**config.mk**
```make
export PLATFORM = sky130hd
export DESIGN_NAME = branch_resolve_unit
export DESIGN_NICKNAME = d
export VERILOG_FILES = /design/src/rtl/branch_resolve_unit.sv
export SDC_FILE = /design/constraint.sdc
export NUM_CORES = 1
export LEC_CHECK = 0
export ABC_AREA = 1
export CORE_UTILIZATION = 25
export CTS_CLUSTER_SIZE = 10
export DETAILED_ROUTE_END_ITERATION = 8
export DONT_BUFFER_PORTS = 1
export PLACE_DENSITY = 0.45
export SYNTH_ARGS = -nofsm -noshare
export SYNTH_HDL_FRONTEND = slang
export SYNTH_SLANG_ARGS = --single-unit
```
**constraint.sdc**
```tcl
create_clock -name clk -period 5.4 [get_ports clk]
set_input_delay 1.08 -clock clk [delete_from_list [all_inputs] [get_ports clk]]
set_output_delay 1.08 -clock clk [all_outputs]
set_load 0.02 [all_outputs]
```
**src/rtl/branch_resolve_unit.sv**
```systemverilog
// Branch resolution unit: decodes BRANCH/JAL/JALR, resolves direction and target, flags
// mispredicts and misaligned targets. Optional statistics counters under BRU_STATS_EN.
module branch_resolve_unit #(
    parameter int unsigned ADDR_WIDTH = 64,
    parameter int unsigned INST_WIDTH = 32,
    parameter int unsigned CNT_WIDTH  = 32
) (
    input  logic                  clk,
    input  logic                  rst_n,
    input  logic                  in_valid,
    output logic                  in_ready,
    input  logic [ADDR_WIDTH-1:0] in_pc,
    input  logic [INST_WIDTH-1:0] in_inst,
    input  logic [ADDR_WIDTH-1:0] in_rs1,
    input  logic [ADDR_WIDTH-1:0] in_rs2,
    input  logic                  in_pred_taken,
    input  logic [ADDR_WIDTH-1:0] in_pred_target,
    input  logic                  flush,
    output logic                  out_valid,
    input  logic                  out_ready,
    output logic                  out_taken,
    output logic [ADDR_WIDTH-1:0] out_target,
    output logic [ADDR_WIDTH-1:0] out_link,
    output logic                  out_mispredict,
    output logic [ADDR_WIDTH-1:0] out_redirect_pc,
    output logic                  out_misaligned,
    output logic                  out_is_cf
`ifdef BRU_STATS_EN
    ,
    output logic [CNT_WIDTH-1:0]  stat_cf_count,
    output logic [CNT_WIDTH-1:0]  stat_mispredict_count
`endif
);

    localparam logic [6:0] OpBranch = 7'b1100011;
    localparam logic [6:0] OpJal    = 7'b1101111;
    localparam logic [6:0] OpJalr   = 7'b1100111;

    logic [6:0]            opcode;
    logic [2:0]            funct3;
    logic [ADDR_WIDTH-1:0] b_imm;
    logic [ADDR_WIDTH-1:0] j_imm;
    logic [ADDR_WIDTH-1:0] i_imm;
    logic [ADDR_WIDTH-1:0] pc_plus4;
    logic [ADDR_WIDTH-1:0] jalr_sum;
    logic                  op_eq;
    logic                  op_lt;
    logic                  op_ltu;

    assign opcode   = in_inst[6:0];
    assign funct3   = in_inst[14:12];
    assign b_imm    = {{(ADDR_WIDTH-13){in_inst[31]}}, in_inst[31], in_inst[7],
                       in_inst[30:25], in_inst[11:8], 1'b0};
    assign j_imm    = {{(ADDR_WIDTH-21){in_inst[31]}}, in_inst[31], in_inst[19:12],
                       in_inst[20], in_inst[30:21], 1'b0};
    assign i_imm    = {{(ADDR_WIDTH-12){in_inst[31]}}, in_inst[31:20]};
    assign pc_plus4 = in_pc + ADDR_WIDTH'(4);
    assign jalr_sum = in_rs1 + i_imm;
    assign op_eq    = (in_rs1 == in_rs2);
    assign op_lt    = ($signed(in_rs1) < $signed(in_rs2));
    assign op_ltu   = (in_rs1 < in_rs2);

    // Combinational resolution of the request currently on the input port.
    logic                  res_taken;
    logic [ADDR_WIDTH-1:0] res_target;
    logic                  res_is_cf;
    logic                  res_misaligned;
    logic                  res_mispredict;
    logic [ADDR_WIDTH-1:0] res_redirect;

    always_comb begin
        res_taken  = 1'b0;
        res_target = pc_plus4;
        res_is_cf  = 1'b0;
        case (opcode)
            OpBranch: begin
                res_is_cf  = 1'b1;
                res_target = in_pc + b_imm;
                case (funct3)
                    3'b000:  res_taken = op_eq;
                    3'b001:  res_taken = !op_eq;
                    3'b100:  res_taken = op_lt;
                    3'b101:  res_taken = !op_lt;
                    3'b110:  res_taken = op_ltu;
                    3'b111:  res_taken = !op_ltu;
                    default: res_taken = 1'b0;
                endcase
            end
            OpJal: begin
                res_is_cf  = 1'b1;
                res_taken  = 1'b1;
                res_target = in_pc + j_imm;
            end
            OpJalr: begin
                res_is_cf  = 1'b1;
                res_taken  = 1'b1;
                res_target = {jalr_sum[ADDR_WIDTH-1:1], 1'b0};
            end
            default: ;
        endcase

        res_misaligned = res_taken & res_target[1];
        // A misaligned target traps instead of redirecting, so it never counts as a mispredict.
        res_mispredict = !res_misaligned &
                         ((res_taken != in_pred_taken) |
                          (res_taken & (res_target != in_pred_target)));
        res_redirect   = res_taken ? res_target : pc_plus4;
    end

    // Single-entry output register.
    logic                  valid_q, valid_d;
    logic                  taken_q;
    logic [ADDR_WIDTH-1:0] target_q;
    logic [ADDR_WIDTH-1:0] link_q;
    logic                  mispredict_q;
    logic [ADDR_WIDTH-1:0] redirect_q;
    logic                  misaligned_q;
    logic                  is_cf_q;
    logic                  accept;
    logic                  load;

    assign in_ready = !valid_q | out_ready;
    assign accept   = in_valid & in_ready;
    assign load     = accept & !flush;

    always_comb begin
        valid_d = valid_q;
        if (flush) begin
            valid_d = 1'b0;
        end else if (load) begin
            valid_d = 1'b1;
        end else if (out_ready) begin
            valid_d = 1'b0;
        end
    end

    always_ff @(posedge clk or negedge rst_n) begin
        if (!rst_n) begin
            valid_q      <= 1'b0;
            taken_q      <= 1'b0;
            target_q     <= '0;
            link_q       <= '0;
            mispredict_q <= 1'b0;
            redirect_q   <= '0;
            misaligned_q <= 1'b0;
            is_cf_q      <= 1'b0;
        end else begin
            valid_q <= valid_d;
            if (load) begin
                taken_q      <= res_taken;
                target_q     <= res_target;
                link_q       <= pc_plus4;
                mispredict_q <= res_mispredict;
                redirect_q   <= res_redirect;
                misaligned_q <= res_misaligned;
                is_cf_q      <= res_is_cf;
            end
        end
    end

    assign out_valid       = valid_q;
    assign out_taken       = taken_q;
    assign out_target      = target_q;
    assign out_link        = link_q;
    assign out_mispredict  = mispredict_q;
    assign out_redirect_pc = redirect_q;
    assign out_misaligned  = misaligned_q;
    assign out_is_cf       = is_cf_q;

`ifdef BRU_STATS_EN
    logic                 out_hs;
    logic [CNT_WIDTH-1:0] cf_cnt_q;
    logic [CNT_WIDTH-1:0] mp_cnt_q;

    assign out_hs = valid_q & out_ready;

    // Saturating counters, bumped on each consumed result.
    always_ff @(posedge clk or negedge rst_n) begin
        if (!rst_n) begin
            cf_cnt_q <= '0;
            mp_cnt_q <= '0;
        end else begin
            if (out_hs && is_cf_q && (cf_cnt_q != '1)) begin
                cf_cnt_q <= cf_cnt_q + CNT_WIDTH'(1);
            end
            if (out_hs && mispredict_q && (mp_cnt_q != '1)) begin
                mp_cnt_q <= mp_cnt_q + CNT_WIDTH'(1);
            end
        end
    end

    assign stat_cf_count         = cf_cnt_q;
    assign stat_mispredict_count = mp_cnt_q;
`endif

endmodule

```
==> load_flow_metrics.sql <==
INSERT INTO impl_metrics (metric_group, metric, value, unit) VALUES
('global_route', 'grt_pass1_vias', '27000', ''),
('timing', 'maxSlewHeadroom', '35.2', '%'),
('power_and_ir_drop', 'leakage_power_summed_over_all_cells', '15.6', 'nW'),
('timing', 'timing.clock.skew', '11.8', 'ps'),
('routing', 'wire_per_inst', '24.1', 'µm'),
('timing', 'final_min_period', '4730', 'ps'),
('yosys', 'ys_seq_elements', '197', ''),
('power_and_ir_drop', 'clockPowerShare', '23.8', '%'),
('layout', 'design.final.nets', '5083', ''),
('cts', 'clock_insertion_delay_worst_skew', '460', 'ps'),
('cts', 'post_cts_hold_buffer_count', '0', ''),
('global_route', 'globalRouteTotalUtil', '27.4', '%'),
('yosys', 'synthesis.yosys.warnings', '0', ''),
('global_route', 'grt_first_pass_wirelength', '202000', 'µm'),
('timing', 'slew_viol_final', '0', ''),
('setup_path', 'crit_required', '5760', 'ps'),
('global_route', 'number_of_antenna_violations_at_the_first_check_in_global_routing', '22', ''),
('cts', 'max-clock-path-buffers', '2', ''),
('yosys', 'mappedNetlistArea', '25400', 'µm²'),
('setup_path', 'timing.critical_path.mode_cell', 'nand2_1', ''),
('yosys', 'synth_enable_flop_cells', '0', ''),
('floorplan', 'coreArea', '100000', 'µm²'),
('floorplan', 'initial_utilization', '25.3', '%'),
('power_and_ir_drop', 'switching_share', '46.5', '%'),
('yosys', 'netlist_instances', '4593', ''),
('layout', 'mostFrequentLayoutCell', 'nand2_1', ''),
('yosys', 'mappedNetlistNets', '5084', ''),
('placement', 'quantity_of_i_o_buffers_inserted_on_ports', '0', ''),
('setup_path', 'max_stage_delay', '410', 'ps'),
('cts', 'cts.sink_count', '197', ''),
('power_and_ir_drop', 'ir_worst_vdd', '0.288', 'mV'),
('routing', 'dr.pass1.iters', '6', ''),
('placement', 'routabilityCongestion', '0.991', ''),
('layout', 'register_area', '4930', 'µm²'),
('setup_path', 'worstPathMaxFanout', '8', ''),
('power_and_ir_drop', 'combinationalPowerShare', '35.7', '%'),
('placement', 'place_area', '27200', 'µm²'),
('global_route', 'grt_overflow_total', '0', ''),
('layout', 'area_taken_by_multi_input_logic_gates', '17100', 'µm²'),
('power_and_ir_drop', 'power.density_cell_area', '198', 'nW/µm²'),
('routing', 'initial_detailed_routing_violation_count', '2849', ''),
('yosys', 'postSynth.topFlopCell', 'dfrtp_1', ''),
('cts', 'post_cts_resize_count', '0', ''),
('setup_path', 'criticalPathCategory', 'primary input to register', ''),
('global_route', 'gr-usage-met2', '41.9', '%'),
('global_route', 'grt_busiest_layer', 'met2', ''),
('floorplan', 'die-height', '320', 'µm'),
('cts', 'tritoncts', 'done', ''),
('power_and_ir_drop', 'power.share.sequential', '40.5', '%'),
('yosys', 'synth_top_area_cell', 'nand2_1', ''),
('yosys', 'yosysSeqAreaShare', '19.4', '%'),
('global_route', 'globalRouteMet3Util', '7.38', '%'),
('cts', 'cts_root_buf', 'clkbuf_16', ''),
('setup_path', 'worstSetupStartpointType', 'primary input', ''),
('routing', 'route.antenna.remaining_nets', '0', ''),
('floorplan', 'num_rows', '116', ''),
('yosys', 'synth_cell_type_count', '51', ''),
('yosys', 'synth_top_area_cells', 'nand2_1, dfrtp_1, inv_1', ''),
('routing', 'route.detailed.drc', '0', ''),
('floorplan', 'floorplan.die_area', '103000', 'µm²'),
('timing', 'fmaxAchievable', '211', 'MHz'),
('timing', 'setup_viol', '0', ''),
('setup_path', 'worst-endpoint-arrival', '5090', 'ps'),
('timing', 'rsz0062_at_grt', 'no', ''),
('cts', 'numCtsBuffers', '17', ''),
('global_route', 'grt_use_met1', '37.5', '%'),
('cts', 'path_clk_slew', '90', 'ps'),
('run_status', 'run_status', 'finished clean', ''),
('routing', 'vias', '29400', ''),
('setup_path', 'rr_startpoint', 'out_valid', ''),
('timing', 'tightestPinTransition', '972', 'ps');
-- sequential cells by signal, indices dropped and copies added (netlist names) --
| register | flops |
|---|---|
| out_is_cf | 1 |
| out_link | 64 |
| out_misaligned | 1 |
| out_mispredict | 1 |
| out_redirect_pc | 64 |
| out_taken | 1 |
| out_target | 64 |
| out_valid | 1 |
-- path summary, 6_finish.rpt --
check	cells past startpoint	slack [ps]	to
min in group clk	2	620	out_link[27]
min	0	310	out_redirect_pc[48]
max reg2reg	6	3070	out_redirect_pc[14]
max in group asynchronous	0	4830	out_link[7]
min reg2reg	2	620	out_link[27]
max	31	670	out_mispredict
-- kinds of logic after synthesis --
family	synth area share [%]
adder cells (fa/ha/maj)	9.78
AO/OA/AOI/OAI	8.18
XOR/XNOR	2.17
AND/OR/NAND/NOR	47.4
flip-flops	19.4
buffers and inverters	13.0
-- critical path: cells and delay by family --
family / cells / cell delay, ps
and+or+nand+nor: 25 / 3090
buffers and inverters: 4 / 430
adders and majority gates: 1 / 350
AOI/OAI and AO/OA: 1 / 110
-- cells in the mapped netlist (14+ instances only) --
cell and n:
a21oi_1 154, a31oi_1 16, buf_2 15, clkbuf_1 53
dfrtp_1 197, ha_1 195, inv_1 786, nand2_1 1867
nand3_1 321, nand3b_1 45, nand4_1 107, nor2_1 417
nor3_1 50, o21ai_0 172, o21bai_1 20, or2_2 14
xnor2_1 16, xor2_1 43
-- routing by layer --
| layer | wire, µm | share of wire, % | up-vias |
|---|---|---|---|
| li1 | - | - | 14400 |
| met1 | 65000 | 45 | 13700 |
| met2 | 61000 | 42 | 1183 |
| met3 | 13600 | 9.4 | 135 |
| met4 | 4140 | 2.9 | 36 |
| met5 | 218 | 0.15 | - |
-- layout make-up --
type | instances | share of cell area [%]
tap | 1357 | 6.11
sequential | 197 | 17.7
clock buffer | 19 | 1.56
clock inverter | 13 | 0.473
multi-input combinational | 3527 | 61.7
timing repair buffer | 56 | 1.65
antenna | 7 | 0.0630
inverter | 793 | 10.7
-- power by group through the flow --
stage,clock network (mW),logic [mW],registers (mW)
final,1.31,1.97,2.23
after global routing,1.39,2.22,2.25
after CTS,1.34,1.95,2.23
after detailed placement,0,1.94,2.26
after global placement,0,1.94,2.26
after floorplan,0,1.35,2.12
-- stage by stage --
step           std cells  power [mW]  utilization [%]
5_1_grt             5962        5.86             27.7
3_3_place_gp        5930        4.20             27.1
6_report            5969        5.51             27.7
3_5_place_dp        5930        4.20             27.1
4_1_cts             5962        5.52             27.7
2_1_floorplan       4593        3.48                -
(Power assumes the default switching activity.)
